**config.mk**
```make
export PLATFORM = sky130hd
export DESIGN_NAME = ifetch_flat
export DESIGN_NICKNAME = d
export VERILOG_FILES = /design/src/rtl/ifetch_pkg.sv /design/src/rtl/ifetch_if.sv /design/src/rtl/ifetch_fifo.sv /design/src/rtl/ifetch.sv /design/src/flat_wrapper.sv
export SDC_FILE = /design/constraint.sdc
export NUM_CORES = 1
export LEC_CHECK = 0
export ABC_AREA = 0
export BUFFER_PORTS_ARGS = -buffer_cell sky130_fd_sc_hd__buf_2
export CAP_MARGIN = 20
export CELL_PAD_IN_SITES_DETAIL_PLACEMENT = 0
export CELL_PAD_IN_SITES_GLOBAL_PLACEMENT = 1
export CORE_ASPECT_RATIO = 1.5
export CORE_MARGIN = 1.5
export CORE_UTILIZATION = 52
export CTS_CLUSTER_SIZE = 24
export DETAILED_ROUTE_END_ITERATION = 10
export GPL_TIMING_DRIVEN = 0
export PLACE_DENSITY = 0.92
export SLEW_MARGIN = 25
export SYNTH_ARGS = -nofsm -noshare
export SYNTH_HDL_FRONTEND = slang
export SYNTH_HIERARCHICAL = 1
export SYNTH_SLANG_ARGS = --single-unit
```
**constraint.sdc**
```tcl
create_clock -name clk -period 22.1 [get_ports clk]
set_clock_uncertainty 0.1 [all_clocks]
set_input_delay 0 -clock clk [delete_from_list [all_inputs] [get_ports clk]]
set_output_delay 0 -clock clk [all_outputs]
set_load 0.03 [all_outputs]
```
**src/rtl/ifetch_pkg.sv**
```systemverilog
// ifetch_pkg: shared types and defaults for the instruction fetch unit
package ifetch_pkg;
  localparam int DATA_W = 32;
  localparam int PC_W = 64;
  localparam logic [63:0] DEF_RESET_PC = 64'h0;
  localparam logic [63:0] DEF_FETCH_LIMIT = 64'hF8;
  typedef enum logic [1:0] {BOOT, RUN, HALT} state_e;
  typedef struct packed {
    logic [DATA_W-1:0] data;
    logic [PC_W-1:0] pc;
    logic fault;
  } entry_t;
endpackage

```
**src/rtl/ifetch_if.sv**
```systemverilog
// ifetch_if: memory port, decode handshake and redirect bundle of the fetch unit
interface ifetch_if;
  import ifetch_pkg::*;
  logic [PC_W-1:0] HADDR;
  logic [63:0] HWDATA;
  logic [63:0] HRDATA;
  logic inst_valid;
  logic inst_ready;
  logic [DATA_W-1:0] inst_data;
  logic [PC_W-1:0] inst_pc;
  logic inst_fault;
  logic redirect_valid;
  logic [PC_W-1:0] redirect_pc;
  modport master (
    output HADDR, HWDATA, inst_valid, inst_data, inst_pc, inst_fault,
    input HRDATA, inst_ready, redirect_valid, redirect_pc
  );
  modport slave (
    input HADDR, HWDATA, inst_valid, inst_data, inst_pc, inst_fault,
    output HRDATA, inst_ready, redirect_valid, redirect_pc
  );
endinterface

```
**src/rtl/ifetch_fifo.sv**
```systemverilog
// ifetch_fifo: circular instruction buffer, up to two pushes and one pop per cycle
module ifetch_fifo import ifetch_pkg::*; #(
  parameter int DEPTH = 4,
  localparam int AW = $clog2(DEPTH)
) (
  input  logic clk,
  input  logic rst,
  input  logic flush_i,
  input  logic push0_i,
  input  logic push1_i,
  input  logic pop_i,
  input  entry_t d0_i,
  input  entry_t d1_i,
  output entry_t head_o,
  output logic [AW:0] count_o
);
  entry_t mem_q [DEPTH];
  logic [AW-1:0] wr_q, rd_q;
  logic [AW:0] cnt_q, n_push, n_pop;
  // push1 always lands in the slot right after push0
  always_comb begin
    n_push = (AW+1)'(push0_i) + (AW+1)'(push1_i);
    n_pop = (AW+1)'(pop_i);
    head_o = cnt_q != '0 ? mem_q[rd_q] : '0;
    count_o = cnt_q;
  end
  // storage writes, no reset needed since pointers gate visibility
  always_ff @(posedge clk) begin
    if (push0_i) mem_q[wr_q] <= d0_i;
    if (push1_i) mem_q[wr_q + AW'(1)] <= d1_i;
  end
  // pointers and occupancy; flush drops everything including a same-cycle pop
  always_ff @(posedge clk) begin
    if (rst || flush_i) begin
      wr_q <= '0;
      rd_q <= '0;
      cnt_q <= '0;
    end else begin
      wr_q <= wr_q + n_push[AW-1:0];
      rd_q <= rd_q + n_pop[AW-1:0];
      cnt_q <= cnt_q + n_push - n_pop;
    end
  end
endmodule

```
**src/rtl/ifetch.sv**
```systemverilog
// ifetch: 64-bit-wide instruction fetch into a small buffer with redirect and range fault
module ifetch import ifetch_pkg::*; #(
  parameter logic [63:0] RESET_PC = DEF_RESET_PC,
  parameter logic [63:0] FETCH_LIMIT = DEF_FETCH_LIMIT,
  parameter int FIFO_DEPTH = 4
) (
  input logic clk,
  input logic rst,
  ifetch_if.master bus
);
  localparam int CW = $clog2(FIFO_DEPTH) + 1;
  state_e state_q, state_d;
  logic [63:0] pc_q, pc_d, haddr;
  logic [CW-1:0] cnt, free;
  logic due, flt, fetch, push0, push1, pop;
  entry_t d0, d1, head;
  // fetch decision: slots are counted before any same-cycle pop
  always_comb begin
    haddr = {pc_q[63:3], 3'b000};
    free = CW'(FIFO_DEPTH) - cnt;
    due = state_q == RUN && !bus.redirect_valid && free >= (pc_q[2] ? CW'(1) : CW'(2));
    flt = due && haddr >= FETCH_LIMIT;
    fetch = due && !flt;
    push0 = due;
    push1 = fetch && !pc_q[2];
    d0.data = flt ? '0 : pc_q[2] ? bus.HRDATA[63:32] : bus.HRDATA[31:0];
    d0.pc = pc_q;
    d0.fault = flt;
    d1.data = bus.HRDATA[63:32];
    d1.pc = pc_q + 64'd4;
    d1.fault = 1'b0;
    pop = bus.inst_valid && bus.inst_ready;
  end
  // next state and next fetch address; redirect overrides everything
  always_comb begin
    state_d = bus.redirect_valid ? RUN : state_q == BOOT ? RUN : (state_q == RUN && flt) ? HALT : state_q;
    pc_d = bus.redirect_valid ? (bus.redirect_pc & ~64'h3) : fetch ? {pc_q[63:3] + 61'd1, 3'b000} : pc_q;
  end
  // state and fetch pointer registers
  always_ff @(posedge clk) begin
    if (rst) begin
      state_q <= BOOT;
      pc_q <= RESET_PC;
    end else begin
      state_q <= state_d;
      pc_q <= pc_d;
    end
  end
  ifetch_fifo #(.DEPTH(FIFO_DEPTH)) u_fifo (
    .clk(clk),
    .rst(rst),
    .flush_i(bus.redirect_valid),
    .push0_i(push0),
    .push1_i(push1),
    .pop_i(pop),
    .d0_i(d0),
    .d1_i(d1),
    .head_o(head),
    .count_o(cnt)
  );
  assign bus.HADDR = haddr;
  assign bus.HWDATA = '0;
  assign bus.inst_valid = cnt != '0;
  assign bus.inst_data = head.data;
  assign bus.inst_pc = head.pc;
  assign bus.inst_fault = head.fault;
endmodule

```
**src/flat_wrapper.sv**
```systemverilog
// flat-port wrapper written by rule: the top's interface ports become plain ports
module ifetch_flat import ifetch_pkg::*;
#(
  parameter logic [63:0] RESET_PC = DEF_RESET_PC,
  parameter logic [63:0] FETCH_LIMIT = DEF_FETCH_LIMIT,
  parameter int FIFO_DEPTH = 4
)
  (clk, rst, bus_HADDR, bus_HWDATA, bus_inst_valid, bus_inst_data, bus_inst_pc, bus_inst_fault, bus_HRDATA, bus_inst_ready, bus_redirect_valid, bus_redirect_pc);
  ifetch_if bus_i ();
  input logic clk;
  input logic rst;
  output wire logic [$bits(bus_i.HADDR)-1:0] bus_HADDR;
  output wire logic [$bits(bus_i.HWDATA)-1:0] bus_HWDATA;
  output wire logic [$bits(bus_i.inst_valid)-1:0] bus_inst_valid;
  output wire logic [$bits(bus_i.inst_data)-1:0] bus_inst_data;
  output wire logic [$bits(bus_i.inst_pc)-1:0] bus_inst_pc;
  output wire logic [$bits(bus_i.inst_fault)-1:0] bus_inst_fault;
  input wire logic [$bits(bus_i.HRDATA)-1:0] bus_HRDATA;
  input wire logic [$bits(bus_i.inst_ready)-1:0] bus_inst_ready;
  input wire logic [$bits(bus_i.redirect_valid)-1:0] bus_redirect_valid;
  input wire logic [$bits(bus_i.redirect_pc)-1:0] bus_redirect_pc;
  assign bus_HADDR = bus_i.HADDR;
  assign bus_HWDATA = bus_i.HWDATA;
  assign bus_inst_valid = bus_i.inst_valid;
  assign bus_inst_data = bus_i.inst_data;
  assign bus_inst_pc = bus_i.inst_pc;
  assign bus_inst_fault = bus_i.inst_fault;
  assign bus_i.HRDATA = bus_HRDATA;
  assign bus_i.inst_ready = bus_inst_ready;
  assign bus_i.redirect_valid = bus_redirect_valid;
  assign bus_i.redirect_pc = bus_redirect_pc;
  ifetch #(.RESET_PC(RESET_PC), .FETCH_LIMIT(FETCH_LIMIT), .FIFO_DEPTH(FIFO_DEPTH)) u_core (.clk(clk), .rst(rst), .bus(bus_i));
endmodule
```
==> flow_metrics.py, run 1 <==
metrics = {
    "pwr": {
        "internal_power_mw": 1.57,
        "swShare_pct": 25.4,
        "combinationalPowerShare_pct": 15.8,
        "p_seq_share_pct": 47.3,
        "switchingPower_mw": 0.534,
        "max-vdd-ir-drop_uv": 66.0,
        "p_leak_nw": 12.5,
        "clockPowerShare_pct": 36.9,
        "powerDensity_mw_per_mm2": 67.2,
    },
    "synthesis": {
        "synth.avg_cell_area_sq_um": 14.3,
        "synth_edf_count": 388,
        "ys_top_cells_by_area": "edfxtp_1 (47%), mux2_2 (17%), mux4_2 (8.7%), dfxtp_1 (5.7%), buf_4 (4.0%)",
        "synth-seq-cells": 459,
        "syn_inst": 1747,
        "synth_top_cell_by_area": "edfxtp_1",
        "netlist.area_leader.share_pct": 46.6,
        "ys_warn_count": 6,
        "netlist_area_sq_mm": 0.0250,
        "seq_area_frac_synth_pct": 52.3,
        "synth_flop_cell": "edfxtp_1",
        "ys_types": 55,
        "ys_async_sr_fraction_pct": 0,
    },
    "global_routing": {
        "antenna_found_initial": 2,
        "first_global_vias": 17469,
        "grtUsageTotal_pct": 27.5,
        "grt_max_degree": 21,
        "grt_overflow": 0,
        "grt_pass1_wl_microns": 103000,
    },
    "drt": {
        "wl_per_cell_microns": 22.8,
        "firstDrtPassIters": 5,
        "first_iter_violations": 1259,
        "route.vias.total": 16786,
        "ant_nets": 0,
        "drc": 0,
        "viasPerCell": 5.62,
        "wl_microns": 68100,
    },
    "clock_network": {
        "cts.htree.levels": 2,
        "cts_buffer_depth": 3,
        "cts_buffers": 44,
        "path_clk_slew_ps": 60,
        "cts_sinks": 459,
        "clkLatencyLatePin_ps": 580,
        "cts_tree": "built",
        "ctsResizeCount": 0,
        "clock-root-buffer": "clkbuf_16",
    },
    "sta": {
        "rsz0062_at_grt": "false",
        "setup-tns-final_ps": 0,
        "finalSetupViolations": 0,
        "layout_min_cycle_time_ps": 5680,
        "final_hold_viol_count": 0,
        "maxSlewHeadroom_pct": 33.9,
        "hold-worst-slack_ps": 52.5,
        "worstMarginPinSlew_ps": 988,
        "timing.final.crit_share_pct": 25.7,
        "report.final.slew_viol_count": 0,
        "max_freq_mhz": 176,
    },
    "status": {
        "status": "finished, final reports clean",
    },
    "placed_design": {
        "place_hpwl_microns": 47100,
        "gp_congestion": 0.803,
        "portBuffers": 288,
    },
    "setup_path": {
        "crit_arrival_ps": 5870,
        "crit_fanout": 10,
        "crit_type": "reg -> reg",
        "required_ps": 22300,
        "cp-start-kind": "flip-flop",
        "critPathCaptureType": "flip-flop",
        "worstRegToRegCells": 10,
    },
    "finish": {
        "final_common_cell": "edfxtp_1",
        "regArea_sq_mm": 0.0131,
        "layout_common_cells": "edfxtp_1 (388), mux2_2 (380), buf_2 (338), dlygate4sd3_1 (160), buf_4 (132)",
        "syn_to_final_growth_pct": 25.1,
        "multi_input_area_sq_mm": 0.0107,
        "fill_cells": 3439,
        "drive_above_1_share_pct": 44.9,
        "nNetsFinal": 2500,
        "diodes": 0,
    },
    "floorplan": {
        "core_sq_mm": 0.0476,
        "start_util_pct": 52.6,
        "die_w_microns": 182,
        "die_h_microns": 272,
        "io_pins": 358,
        "die_area_sq_mm": 0.0495,
        "placementRows": 98,
    },
    "worst_hold_path": {
        "whs_path_depth": 4,
        "hold_class": "in -> reg",
    },
    "flow_run": {
        "drv_cap": 0,
    },
}
## state kept, by name, summed over array words and instances, names as in the netlist
name	flops
u_core/state_q	2
u_core/pc_q	62
u_core/u_fifo/mem_q	388
u_core/u_fifo/count_o	3
u_core/u_fifo/rd_q	2
u_core/u_fifo/wr_q	2
## power groups by stage
stage                     clock [mW]  combinational, mW  sequential [mW]
after global routing           0.817              0.354            0.997
after global placement             0              0.285             1.02
after detailed placement           0              0.303             1.01
final                          0.776              0.332            0.995
after CTS                      0.785              0.331            0.994
after floorplan                    0              0.213             1.01
## logic make-up after synthesis
logic type / synth area share (%)
AOI/OAI and AO/OA: 0.620
xor gates and xnor gates: 2.32
adders and majority gates: 0.680
buffers and inverters: 6.48
DFF: 52.3
muxes: 29.8
other: 0.0150
and+or+nand+nor: 7.87
## layout make-up
type	count	share of cell area, %
Buffer	237	4.94
Multi-Input combinational cell	1117	34.2
Sequential cell	459	41.8
Timing Repair Buffer	476	11.8
Clock buffer	51	3.70
Inverter	20	0.240
Tap cell	600	2.40
Clock inverter	29	0.956
## final timing paths
path	start	to	slack, ps
max	u_core/pc_q[60]	u_core/u_fifo/mem_q[3][82]	16420
min	bus_HRDATA[21]	u_core/u_fifo/mem_q[3][86]	50
max reg2reg	u_core/pc_q[60]	u_core/u_fifo/mem_q[3][82]	16420
min reg2reg	u_core/state_q[1]	u_core/state_q[1]	430
## synthesized netlist by cell type, drive strengths merged (23+ instances only)
| cell | instances |
|---|---|
| dfxtp | 71 |
| mux4 | 97 |
| edfxtp | 388 |
| buf | 197 |
| nand4 | 24 |
| nor3 | 23 |
| mux2i | 89 |
| xor2 | 26 |
| nor2 | 102 |
| mux2 | 388 |
| xnor2 | 35 |
| clkbuf | 40 |
| and2 | 102 |
| nand2 | 27 |
| nand3 | 23 |
| nor4 | 23 |
## metal layers
layer | vias to the layer above | global-route usage (%) | wire length [microns]
met4 | 4 | 10.8 | 2670
met1 | 8308 | 32.7 | 25400
met3 | 165 | 3.81 | 4340
li1 | 7602 | - | -
met5 | - | 0 | 27
met2 | 707 | 50.0 | 35700
## worst max-delay path, cell delays in order (launching register included)
cell           delay, ps
dfxtp_1              470
nor4_1               700
nand4_1              400
or4_4                610
buf_6                160
nor4_1               720
nand3b_1             690
buf_2                460
buf_6                210
mux2_2               280
dlygate4sd3_1        570
## stage by stage
step	total power [mW]	util [%]	std cells	instance area [sq um]	setup slack, ps
finish	2.10	65.8	2989	31300	16420
floorplan	1.22	-	1833	25300	12410
global route	2.17	65.8	2989	31300	16290
global placement	1.31	57.9	2721	27500	5660
CTS	2.11	65.8	2989	31300	16400
detailed placement	1.32	59.3	2749	28200	16470
## timing repair
item / in CTS / in global routing
hold buffers: 160 / 0
buffers inserted: 0 / 0
endpoints found under the hold margin: 197 / 0
Note: power is estimated with default switching activity, not from simulation.
==> run 2, diff against run 1 <==
--- a/config.mk
+++ b/config.mk
@@ -12,11 +12,11 @@
 export CELL_PAD_IN_SITES_GLOBAL_PLACEMENT = 1
 export CORE_ASPECT_RATIO = 1.5
 export CORE_MARGIN = 1.5
-export CORE_UTILIZATION = 52
+export CORE_UTILIZATION = 48
 export CTS_CLUSTER_SIZE = 24
 export DETAILED_ROUTE_END_ITERATION = 10
 export GPL_TIMING_DRIVEN = 0
-export PLACE_DENSITY = 0.92
+export PLACE_DENSITY = 0.86
 export SLEW_MARGIN = 25
 export SYNTH_ARGS = -nofsm -noshare
 export SYNTH_HDL_FRONTEND = slang
==> constraint.sdc (replaced) <==
create_clock -name clk -period 5.57 [get_ports clk]
set_clock_uncertainty 0.1 [all_clocks]
set_input_delay 0 -clock clk [delete_from_list [all_inputs] [get_ports clk]]
set_output_delay 0 -clock clk [all_outputs]
set_load 0.03 [all_outputs]
==> flow_metrics.py, run 2 (same netlist as run 1, synthesis figures left out) <==
metrics = {
    "sta": {
        "worstMarginPinSlew_ps": 1060,
        "timing.final.crit_share_pct": 94.0,
        "max_freq_mhz": 191,
        "final_hold_viol_count": 0,
        "report.final.slew_viol_count": 0,
        "setup_ws_ps": 333,
        "maxSlewHeadroom_pct": 29.4,
        "layout_min_cycle_time_ps": 5240,
        "rsz0062_at_grt": "false",
        "finalSetupViolations": 0,
    },
    "global_routing": {
        "grt_overflow": 0,
        "grt_max_degree": 21,
        "grtUsageTotal_pct": 25.5,
        "grt_pass1_wl_microns": 103000,
        "antenna_found_initial": 1,
        "first_global_vias": 17269,
    },
    "drt": {
        "viasPerCell": 5.43,
        "wl_per_cell_microns": 22.3,
        "wl_microns": 68100,
        "first_iter_violations": 911,
        "ant_nets": 0,
        "route.vias.total": 16601,
        "drc": 0,
        "firstDrtPassIters": 7,
    },
    "setup_path": {
        "max_stage_delay_ps": 800,
        "critPathCaptureType": "flip-flop",
        "startpoint": "u_core/pc_q[60]",
        "slowest_stage": "nor4_1",
        "crit_chain": "nor4_1, nand4_1, or4_4, buf_6, nor4_2, nand3_2, buf_2, buf_2, mux2_2, dlygate4sd3_1",
        "crit_arrival_ps": 5440,
        "cp_top_family": "simple AND/OR/NAND/NOR gates",
        "path_common_cell": "buf_2",
        "crit_fanout": 10,
        "cp-start-kind": "flip-flop",
        "crit_type": "reg -> reg",
        "regToRegStartpoint": "u_core/pc_q[60]",
        "required_ps": 5770,
        "worstPathBufferInverterCount": 4,
    },
    "placed_design": {
        "place_ws_ps": 72.6,
        "portBuffers": 288,
        "gp_congestion": 0.808,
        "dp.cells": 2824,
        "place_hpwl_microns": 47900,
    },
    "finish": {
        "layout_common_cells": "edfxtp_1 (388), mux2_2 (380), buf_2 (338), dlygate4sd3_1 (149), buf_4 (132)",
        "stdcell_count": 3057,
        "syn_to_final_growth_pct": 25.0,
        "final_common_cell": "edfxtp_1",
        "drive_above_1_share_pct": 45.0,
        "nNetsFinal": 2489,
        "largest-register": "u_core/u_fifo/mem_q",
        "largest_register_ffs": 388,
        "final_util_pct": 60.6,
    },
    "floorplan": {
        "io_pins": 358,
        "core_sq_mm": 0.0516,
        "die_area_sq_mm": 0.0535,
        "start_util_pct": 48.5,
        "placementRows": 102,
        "die_h_microns": 283,
        "die_w_microns": 189,
    },
    "clock_network": {
        "cts_buffer_depth": 3,
        "cts.htree.levels": 2,
        "path_clk_slew_ps": 60,
        "clock-root-buffer": "clkbuf_16",
        "cts_sinks": 459,
        "clkLatencyLatePin_ps": 560,
        "cts_buffers": 45,
        "cts_tree": "built",
    },
    "status": {
        "status": "finished, final reports clean",
    },
    "pwr": {
        "internal_power_mw": 6.13,
        "p_leak_nw": 12.5,
        "powerDensity_mw_per_mm2": 263,
        "p_seq_share_pct": 48.0,
        "swShare_pct": 25.4,
        "max-vdd-ir-drop_uv": 236,
        "switchingPower_mw": 2.09,
        "combinationalPowerShare_pct": 15.9,
        "clockPowerShare_pct": 36.1,
    },
    "worst_hold_path": {
        "hold_class": "in -> reg",
        "min_from": "bus_redirect_pc[47]",
    },
    "flow_run": {
        "drv_cap": 0,
    },
}
## run 2: cell types whose count changed in the layout (fill, tap and decap cells not counted), sizes merged, moves of 2 or more
cell	change
clkbuf	+16
dlygate4sd3	-11
clkinv	-7
bufinv	-5
clkinvlp	-2
diode	+2
## run 2: power by group through the flow
| stage | Combinational [mW] | Clock [mW] | Sequential (mW) |
|---|---|---|---|
| 2_1_floorplan | 0.846 | 0 | 3.98 |
| 3_3_place_gp | 1.14 | 0 | 4.03 |
| 3_5_place_dp | 1.21 | 0 | 4.02 |
| 4_1_cts | 1.30 | 3.03 | 3.94 |
| 5_1_grt | 1.40 | 3.16 | 3.96 |
| 6_report | 1.30 | 2.97 | 3.95 |
## run 2: per-layer routing
metal | share of wire (%) | vias up | GRT usage, % | routed length, microns
met2 | 52 | 645 | 46.7 | 35600
met3 | 5.9 | 128 | 3.47 | 4010
met4 | 3.3 | 2 | 8.91 | 2220
li1 | - | 7605 | - | -
met1 | 39 | 8221 | 30.7 | 26300
met5 | 0.015 | - | 0 | 10
## run 2: worst paths after layout
| path | to | slack (ps) | cells past startpoint |
|---|---|---|---|
| worst max register to register | u_core/u_fifo/mem_q[0][87] | 330 | 10 |
| worst min register to register | u_core/state_q[1] | 430 | 1 |
| worst min-delay path | u_core/pc_q[47] | 110 | 4 |
| worst max-delay path | u_core/u_fifo/mem_q[0][87] | 330 | 10 |
## run 2: layout make-up
cell class	instances	area, sq um
flip-flops and latches	459	13100
fillers	3978	20300
well taps	676	846
clock buffers	67	1320
inverters	20	75.1
clock inverters	15	106
multi-input cells	1117	10700
repair buffers	464	3600
plain buffers	237	1550
diodes	2	5.00
## run 2: metrics by stage
stage	total power [mW]	cell area, sq um	hold slack (ps)	TNS [ps]
detailed placement	5.22	28300	143	0
floorplan	4.83	25400	-23.4	-292630
global placement	5.17	27600	133	-1392680
global route	8.51	31300	123	0
finish	8.22	31300	108	0
CTS	8.28	31300	90.0	0
## run 2: worst reg2reg max path, delay by kind of cell (launching register included)
kind,cells,cell delay (ps)
buffers and inverters,4,1380
flip-flops,1,490
multiplexers,1,320
AND/OR/NAND/NOR,5,2700
## run 2: what timing repair did
action,4_1_cts,5_1_grt
gates resized for setup,0,1
setup endpoints to repair,0,20
hold buffers,149,0
buffers inserted,0,0
hold endpoints to repair,197,0
